===== src/rtl/trace_capture_unit_pkg.sv =====
// rtl/trace_capture_unit_pkg.sv - shared types and entry field layout for the trace capture unit
//
// Purpose: the capture state encoding and helpers that locate the fields of a trace
// entry {cycle, ch_valid, pc}. The pc field sits at the bottom of the entry.
// Ports: none (package).
package trace_capture_unit_pkg;

  typedef enum logic [1:0] {
    ST_IDLE  = 2'd0,
    ST_ARMED = 2'd1,
    ST_POST  = 2'd2,
    ST_DONE  = 2'd3
  } trace_state_t;

  function automatic int pc_start_bit();
    return 0;
  endfunction

  function automatic int pc_end_bit(input int pc_w);
    return pc_w - 1;
  endfunction

  function automatic int ch_start_bit(input int pc_w);
    return pc_w;
  endfunction

  function automatic int ch_end_bit(input int pc_w, input int num_ch);
    return pc_w + num_ch - 1;
  endfunction

  function automatic int cyc_start_bit(input int pc_w, input int num_ch);
    return pc_w + num_ch;
  endfunction

  function automatic int cyc_end_bit(input int pc_w, input int num_ch, input int cyc_w);
    return pc_w + num_ch + cyc_w - 1;
  endfunction

endpackage


===== src/rtl/trace_capture_unit_ram.sv =====
// rtl/trace_capture_unit_ram.sv - simple dual-port trace storage with registered read
//
// Purpose: DEPTH x W storage, synchronous write, registered synchronous read.
// A read and a write to the same address in one cycle return the old content.
// Ports:
//   clk    clock
//   we     write enable; waddr/wdata write address and data
//   re     read enable; rdata updates only when re=1, otherwise holds
//   raddr  read address
//   rdata  registered read data
module trace_capture_unit_ram #(
  parameter int DEPTH = 16,
  parameter int AW    = 4,
  parameter int W     = 51
) (
  input  logic          clk,
  input  logic          we,
  input  logic [AW-1:0] waddr,
  input  logic [W-1:0]  wdata,
  input  logic          re,
  input  logic [AW-1:0] raddr,
  output logic [W-1:0]  rdata
);

  logic [W-1:0] mem [DEPTH];

  // Both updates are non-blocking, so a colliding read sees the pre-write word.
  always_ff @(posedge clk) begin
    if (we) mem[waddr] <= wdata;
    if (re) rdata <= mem[raddr];
  end

endmodule


===== src/rtl/trace_capture_unit.sv =====
// rtl/trace_capture_unit.sv - circular trace buffer of pc / issue-channel activity with trigger
//
// Purpose: records {cycle, ch_valid, pc} on every cycle with any channel valid while
// ARMED or POST. A pc match or forced trigger, followed by post_cnt more captures,
// freezes the buffer. Entries are read back by index, 0 being the oldest.
// Ports:
//   clk, nrst            clock, synchronous active-low reset
//   arm, post_cnt        restart capture and latch the post-trigger capture count
//   trig_en, trig_pc     pc-match trigger
//   force_trig           unconditional trigger while ARMED
//   pc, ch_valid         observed pc and per-channel issue valids
//   rd_en, rd_idx        read request, index from oldest
//   rd_data, rd_valid    read result one cycle later
//   state                0 IDLE, 1 ARMED, 2 POST, 3 DONE
//   entry_count          stored entries, saturating at DEPTH
//   overflow             buffer wrapped since last arm
//   cycle                free-running cycle stamp
module trace_capture_unit
  import trace_capture_unit_pkg::*;
#(
  parameter int NUM_CH  = 3,
  parameter int PC_W    = 32,
  parameter int CYC_W   = 16,
  parameter int DEPTH   = 16,
  parameter int AW      = $clog2(DEPTH),
  parameter int ENTRY_W = CYC_W + NUM_CH + PC_W
) (
  input  logic               clk,
  input  logic               nrst,
  input  logic               arm,
  input  logic [AW:0]        post_cnt,
  input  logic               trig_en,
  input  logic [PC_W-1:0]    trig_pc,
  input  logic               force_trig,
  input  logic [PC_W-1:0]    pc,
  input  logic [NUM_CH-1:0]  ch_valid,
  input  logic               rd_en,
  input  logic [AW-1:0]      rd_idx,
  output logic [ENTRY_W-1:0] rd_data,
  output logic               rd_valid,
  output logic [1:0]         state,
  output logic [AW:0]        entry_count,
  output logic               overflow,
  output logic [CYC_W-1:0]   cycle
);

  localparam logic [AW:0] FULL = (AW+1)'(DEPTH);
  localparam int PC_LO  = pc_start_bit();
  localparam int PC_HI  = pc_end_bit(PC_W);
  localparam int CH_LO  = ch_start_bit(PC_W);
  localparam int CH_HI  = ch_end_bit(PC_W, NUM_CH);
  localparam int CYC_LO = cyc_start_bit(PC_W, NUM_CH);
  localparam int CYC_HI = cyc_end_bit(PC_W, NUM_CH, CYC_W);

  trace_state_t state_q, state_d;
  logic [AW-1:0]      wr_ptr;
  logic [AW:0]        cnt_q;
  logic [AW:0]        post_lat;
  logic [AW:0]        remaining;
  logic               overflow_q;
  logic [CYC_W-1:0]   cycle_q;
  logic               capture;
  logic               trigger;
  logic               load_remaining;
  logic               dec_remaining;
  logic [ENTRY_W-1:0] wr_entry;
  logic [AW-1:0]      oldest;
  logic [AW-1:0]      rd_addr;
  logic               rd_hit;
  logic               rd_valid_q;
  logic               rd_zero_q;
  logic [ENTRY_W-1:0] ram_q;

  // The arm cycle itself never captures; arm also overrides any trigger.
  assign capture = (|ch_valid) && !arm && (state_q == ST_ARMED || state_q == ST_POST);
  assign trigger = (state_q == ST_ARMED) &&
                   (force_trig || (trig_en && capture && pc == trig_pc));

  always_ff @(posedge clk) begin
    if (!nrst) state_q <= ST_IDLE;
    else       state_q <= state_d;
  end

  always_comb begin
    state_d = state_q;
    if (arm) begin
      state_d = ST_ARMED;
    end else begin
      case (state_q)
        ST_ARMED: if (trigger) state_d = (post_lat == '0) ? ST_DONE : ST_POST;
        ST_POST:  if (capture && remaining == (AW+1)'(1)) state_d = ST_DONE;
        default:  state_d = state_q;
      endcase
    end
  end

  always_comb begin
    load_remaining = 1'b0;
    dec_remaining  = 1'b0;
    if (!arm) begin
      load_remaining = trigger && (post_lat != '0);
      dec_remaining  = (state_q == ST_POST) && capture;
    end
  end

  always_ff @(posedge clk) begin
    if (!nrst) begin
      cycle_q    <= '0;
      wr_ptr     <= '0;
      cnt_q      <= '0;
      post_lat   <= '0;
      remaining  <= '0;
      overflow_q <= 1'b0;
    end else begin
      cycle_q <= cycle_q + CYC_W'(1);
      if (arm) begin
        wr_ptr     <= '0;
        cnt_q      <= '0;
        overflow_q <= 1'b0;
        post_lat   <= post_cnt;
        remaining  <= '0;
      end else begin
        if (capture) begin
          wr_ptr <= wr_ptr + AW'(1);
          if (cnt_q != FULL) cnt_q <= cnt_q + (AW+1)'(1);
          else               overflow_q <= 1'b1;
        end
        if (load_remaining)     remaining <= post_lat;
        else if (dec_remaining) remaining <= remaining - (AW+1)'(1);
      end
    end
  end

  always_comb begin
    wr_entry = '0;
    wr_entry[PC_HI:PC_LO]   = pc;
    wr_entry[CH_HI:CH_LO]   = ch_valid;
    wr_entry[CYC_HI:CYC_LO] = cycle_q;
  end

  // Read address uses the pre-write pointer and count of this cycle.
  assign oldest  = (cnt_q == FULL) ? wr_ptr : '0;
  assign rd_addr = oldest + rd_idx;
  assign rd_hit  = rd_en && ({1'b0, rd_idx} < cnt_q);

  trace_capture_unit_ram #(.DEPTH(DEPTH), .AW(AW), .W(ENTRY_W)) u_ram (
    .clk   (clk),
    .we    (capture),
    .waddr (wr_ptr),
    .wdata (wr_entry),
    .re    (rd_hit),
    .raddr (rd_addr),
    .rdata (ram_q)
  );

  // rd_zero_q masks the RAM output after reset or a miss, and holds while rd_en=0,
  // so rd_data keeps whatever the last request produced.
  always_ff @(posedge clk) begin
    if (!nrst) begin
      rd_valid_q <= 1'b0;
      rd_zero_q  <= 1'b1;
    end else begin
      rd_valid_q <= rd_hit;
      if (rd_en) rd_zero_q <= !rd_hit;
    end
  end

  assign rd_data     = rd_zero_q ? '0 : ram_q;
  assign rd_valid    = rd_valid_q;
  assign state       = state_q;
  assign entry_count = cnt_q;
  assign overflow    = overflow_q;
  assign cycle       = cycle_q;

endmodule

===== config.mk =====
export PLATFORM = sky130hd
export DESIGN_NAME = trace_capture_unit
export DESIGN_NICKNAME = d
export VERILOG_FILES = /design/src/rtl/trace_capture_unit_pkg.sv /design/src/rtl/trace_capture_unit_ram.sv /design/src/rtl/trace_capture_unit.sv
export SDC_FILE = /design/constraint.sdc
export NUM_CORES = 1
export LEC_CHECK = 0
export CAP_MARGIN = 10
export CORE_MARGIN = 4
export CORE_UTILIZATION = 40
export DETAILED_ROUTE_END_ITERATION = 8
export PLACE_DENSITY = 0.68
export SYNTH_ARGS = -nofsm -noshare
export SYNTH_HDL_FRONTEND = slang
export SYNTH_SLANG_ARGS = --single-unit

===== constraint.sdc =====
create_clock -name clk -period 6.6 [get_ports clk]
set_input_delay 0.99 -clock clk [delete_from_list [all_inputs] [get_ports clk]]
set_output_delay 0.99 -clock clk [all_outputs]
set_load 0.02 [all_outputs]

## After elaboration in Yosys (flattened, before gate mapping)

Memories as Yosys holds them, arrays and structs flattened. A register that Yosys moved wholly into a read port is not among the register bits.
Index checks and enable logic that the tools add are counted.

| storage, ports and cells | value |
|---|---|
| register bits | 40 |
| bits of input ports | 82 |
| output and inout port bits | 76 |
| memory bits (writable) | 816 |
| memories kept | 1 |

| operators by class | value |
|---|---|
| $lt $le $gt $ge | 1 |
| eq/ne operators | 10 |
| $add $sub $neg | 5 |
| bitwise logic cells | 2 |
| reductions and logical operators | 24 |
| multiplexer cells | 13 |

Memory list:

| memory | words | bits a word | rd ports | clocked after memory_dff | write ports | RTL line | text |
|---|---|---|---|---|---|---|---|
| u_ram.mem | 16 | 51 | 1 | 1 | 1 | trace_capture_unit_ram.sv:25 | `logic [W-1:0] mem [DEPTH];` |

Operators by type and width:

| cell | number |
|---|---|
| 51-bit two-way mux | 1 |
| 32-bit equality test | 1 |
| 16-bit by 1-bit adder with 16-bit output, second input constant | 1 |
| 5-bit two-way mux | 2 |
| 1-bit logical AND | 9 |
| 1-bit two-way mux | 6 |
| 3-bit != test, second input constant | 2 |
| 3-bit AND reduction | 2 |
| 5-bit by 1-bit adder with 5-bit output, second input constant | 1 |
| 5-bit by 1-bit equality test with 1-bit output, second input constant | 1 |
| 5-bit equality test, second input constant | 1 |
| 5-bit logical NOT | 1 |
| 4-bit by 5-bit < comparator with 1-bit output | 1 |
| 5-bit != test, second input constant | 1 |
| 5-bit nonzero test | 1 |
| 5-bit by 1-bit subtractor with 5-bit output, second input constant | 1 |
| 4-bit by 1-bit adder with 4-bit output, second input constant | 1 |
| 4-bit adder | 1 |
| 2-bit two-way mux | 2 |
| 4-bit two-way mux | 1 |
| 2-bit != test, second input constant | 2 |
| 2-bit one-hot mux with 2 select lines | 1 |
| 2-bit AND reduction | 2 |
| 2-bit nonzero test | 2 |
| 8 further kinds | 11 |

## Longest topological paths before layout

| logic depth | value |
|---|---|
| word-level depth | 10 |
| mapped depth | 13 |

## By module

From an unflattened synthesis, not the netlist that was laid out.

| second synthesis, totals | value |
|---|---|
| cells, all modules | 1,650 |
| area total of the unflattened synthesis | 34,906.0 um2 |

Modules (own cells, without submodules):

| module | cells an instance | area an instance (um2) | instances |
|---|---|---|---|
| trace_capture_unit_ram | 1,320 | 32,124.6 | 1 |
| trace_capture_unit | 330 | 2,781.4 | 1 |

## Worst setup path after synthesis

No wires, ideal clock.

| timing | value |
|---|---|
| path kind | in2reg |
| from | in arm |
| to | mem u_ram.mem[0][0] (enable) |
| buffers on the path | 3 |
| stages | 7 |
| setup slack | 0.755 ns |
| data arrival time | 5.322 ns |
| cell sequence | buf_2 nor2_1 and2_1 buf_6 buf_2 nand2_1 nor3_1 |

| between the ends | value |
|---|---|
| cells in the longest elaborated chain, start to end | 5 |

RTL lines:

| what | RTL line | text |
|---|---|---|
| start, declared | trace_capture_unit.sv:30 | `input logic arm,` |
| 1-bit logical NOT | n/a |  |
| 1-bit logical AND (2 in series) | trace_capture_unit.sv:75 | `assign capture = (\|ch_valid) && !arm && (state_q == ST_ARMED \|\| state_q == ST_POST);` |
| 1-bit two-way mux | trace_capture_unit_ram.sv:29 | `if (we) mem[waddr] <= wdata;` |
| 1-bit two-way mux (implied by the code) | trace_capture_unit_ram.sv:29 |  |
| end, declared | trace_capture_unit_ram.sv:25 |  |

No other way between the ends.

## Worst setup path after layout

| timing | value |
|---|---|
| from | reg cnt_q[0], in the netlist entry_count[0] |
| to | reg u_ram.rdata[35] (read register of u_ram.mem) (data pin) |

| between the ends | value |
|---|---|
| cells in the longest elaborated chain, start to end | 3 |

RTL lines:

| what | RTL line | text |
|---|---|---|
| start, declared | trace_capture_unit.sv:57 | `logic [AW:0] cnt_q;` |
| start signal, assigned | trace_capture_unit.sv:125 | `if (cnt_q != FULL) cnt_q <= cnt_q + (AW+1)'(1);` |
| 5-bit equality test | trace_capture_unit.sv:142 | `assign oldest = (cnt_q == FULL) ? wr_ptr : '0;` |
| 4-bit two-way mux | trace_capture_unit.sv:142 |  |
| 4-bit adder | trace_capture_unit.sv:143 | `assign rd_addr = oldest + rd_idx;` |
| end, declared | trace_capture_unit_ram.sv:22 | `output logic [W-1:0] rdata` |

Several ways; a longest one is shown, not always the timed one.
A chain may end at the register's enable or synchronous reset.

==> results_dict.tcl <==
set metrics [dict create \
    status "complete, no violations" \
    track_usage_pct 17.5 \
    cp.arrival_ps 4750 \
    criticalPathCategory "flip-flop to flip-flop" \
    whs_endpoint "overflow" \
    r2r-end "u_ram.rdata[35]" \
    avgViaCountPerCell 5.46 \
    period_share_pct 66.7 \
    totalPowerFinal_mw 11.8 \
    cts.clk_slew.worst_paths_ps 60 \
    yosys_warnings 0 \
    cts_buffer_depth 3 \
    hold_path.class "flip-flop to flip-flop" \
    setup_slack_ps 2200 \
    min_period_ps 4400 \
    area_growth_pct 16.9 \
    avgSynthCellArea_um2 20.2 \
    peakVddDrop_mv 0.221 \
    initial_core_util_pct 40.3 \
    min_from "overflow" \
    drive_gt1_share_pct 21.2 \
    rows 109 \
    finalClockSkew_ps 22.5 \
    timing.fmax_mhz 227 \
    fill_cells 7123 \
    start_kind "flip-flop" \
    rsz0062_at_grt "false" \
    ff2ff_path_depth 11 \
    grt_pass1_vias 18500 \
    drc 0 \
    vias 17500 \
    worst_pin_slew_ps 1190 \
    placedCellCount 3040 \
    netlist_area_um2 35600 \
    yosysUniqueCellTypes 45 \
    place_area_um2 38700 \
    cap_violations 0 \
    leakage_nw 12.9 \
    synthFlopType "edfxtp_1" \
    hpwl_mm 48.0 \
    first_iter_violations 1604 \
    critPathCaptureType "flip-flop" \
    post-cts-setup-buffer-count 0 \
    grt_start_max_net_pins 103 \
    htree_num_levels 3 \
    rrSetupSlack_ps 2200 \
    synth_cells 1765 \
    slew_headroom_pct 20.5 \
    clock-sinks 907 \
    slew_violations 0 \
    port_buffers 157 \
    num_io_pins 158 \
    gp_congestion 0.754 \
    layout_commonest_cell "edfxtp_1" \
    finalSetupViolCount 0 \
    final_nets 2069 \
    finalHoldViolCount 0 \
    die_area_um2 93800 \
    grt_antenna_before_repair 5 \
    synth_seq_area_share_pct 75.4 \
    crit_required_ps 6950 \
    syn-num-nets 1865 \
    die_w_um 306 \
    synth-seq-cells 907 \
    grt_pass1_wl_mm 123 \
    core-area_um2 88200 \
    antenna_left 0 \
    r2r_start "entry_count[0]" \
    grt_overflow 0 \
    drt-total-wl_mm 82.1 \
    cts-resized-gates 0 \
    postLayoutCellArea_um2 41600 \
    finalNonFillerCells 3206 \
    synth-edff-count 867 \
    min_path_cells 2 \
    final.setup.tns_ps 0 \
    die_h_um 306 \
    crit_fanout 55 \
    cts_tree "done" \
    final_cell_mix "edfxtp_1 (867), mux4_2 (204), clkdlybuf4s50_1 (157), nand2_1 (115), clkbuf_16 (92)" \
    cts-root-buf "clkbuf_16" \
    wl_per_cell_um 25.6 \
    firstDrtPassIters 6 \
    async_reset_ff_share_pct 0 \
    cts_hold_buf 0 \
    clk_latency_ps 640 \
    place_ws_ps 1740 \
    numCtsBuffers 91 \
    cellPowerDensity_nw_per_um2 284 \
]
## metal layers
layer	wire [um]	global-route usage, %
met5	27	0
met4	1510	4.06
met3	6280	4.45
met2	40400	28.6
met1	33900	23.9
## state kept, by name (all words and copies together) (netlist names)
register	flops
state	2
cycle	16
remaining	5
rd_valid	1
overflow	1
u_ram.rdata	51
entry_count	5
u_ram.mem	816
wr_ptr	4
rd_zero_q	1
post_lat	5
## report_power, final
group	switching, mW	internal (mW)	leakage [nW]
Clock	2.12	2.73	1.37
Combinational	0.348	0.255	3.33
Sequential	0.0290	6.34	8.22
Total	2.50	9.33	12.9
## stage by stage
| step | util, % | hold WS, ps |
|---|---|---|
| after floorplan | - | 453 |
| after global placement | 43.9 | 461 |
| after detailed placement | 43.9 | 464 |
| after CTS | 47.1 | 487 |
| after global routing | 47.1 | 533 |
| final | 47.1 | 479 |
## cell families after synthesis
kind of cell	count (synthesis)	synth area share [%]
buffers and inverters	106	1.57
AND/OR/NAND/NOR	332	4.79
AO/OA/AOI/OAI	136	3.03
multiplexers	210	13.1
XOR/XNOR	56	1.42
flip-flops	907	75.4
adder cells (fa/ha/maj)	18	0.654
## critical path: stages, from the launching register on
cell      delay, ps
dfxtp_1         410
inv_1           100
ha_1            210
and4bb_4        230
and2_1          190
ha_4            170
fa_4           1480
buf_4           450
mux4_2          350
and2_1          180
a211oi_2        190
a31oi_1          70
## cell usage after synthesis (2+ instances only)
| master | count | share of area (%) |
|---|---|---|
| nor3_1 | 17 | 0.24 |
| buf_2 | 34 | 0.48 |
| nor2b_1 | 57 | 1.0 |
| nor4_1 | 2 | 0.035 |
| a21boi_0 | 4 | 0.084 |
| a211oi_1 | 23 | 0.49 |
| clkbuf_1 | 39 | 0.41 |
| ha_1 | 17 | 0.60 |
| mux2i_1 | 6 | 0.17 |
| or3_1 | 5 | 0.088 |
| a211oi_2 | 29 | 1.0 |
| nand2b_1 | 6 | 0.11 |
| buf_4 | 5 | 0.11 |
| nand3_1 | 9 | 0.13 |
| o21ai_0 | 8 | 0.11 |
| dfxtp_1 | 40 | 2.3 |
| edfxtp_1 | 867 | 73 |
| xnor2_1 | 43 | 1.1 |
| mux4_2 | 204 | 13 |
| buf_1 | 3 | 0.032 |
| a31oi_1 | 51 | 0.90 |
| nand2_1 | 115 | 1.2 |
| xnor2_2 | 2 | 0.091 |
| and4_1 | 2 | 0.049 |
| xor2_1 | 11 | 0.27 |
| nor2_1 | 31 | 0.33 |
| buf_6 | 13 | 0.41 |
| and2_1 | 69 | 1.2 |
| inv_1 | 12 | 0.13 |
| a21o_1 | 3 | 0.063 |
| nand4_1 | 13 | 0.23 |
| a21oi_1 | 12 | 0.17 |
## area by class of cell
class / count / area [um2] / area share [%]
tap: 1165 / 1460 / 3.51
multi-input combinational: 752 / 8360 / 20.1
timing repair buffer: 205 / 2050 / 4.94
sequential: 907 / 26800 / 64.6
clock inverter: 50 / 430 / 1.04
clock buffer: 113 / 2380 / 5.73
antenna: 2 / 5.00 / 0.0120
inverter: 12 / 45.0 / 0.108
## worst max-delay path by stage
stage | startpoint | slack [ps] | end | depth (start not counted)
detailed placement | rd_idx[0] | 1740 | u_ram.rdata[34] | 8
CTS | entry_count[0] | 2150 | u_ram.rdata[34] | 11
global placement | ch_valid[0] | 1760 | u_ram.mem[7][20] | 7
finish | entry_count[0] | 2200 | u_ram.rdata[35] | 11
floorplan | arm | 760 | u_ram.mem[0][0] | 7
global route | entry_count[0] | 2030 | u_ram.rdata[44] | 11
No activity file was read; power rests on OpenSTA's default activity.
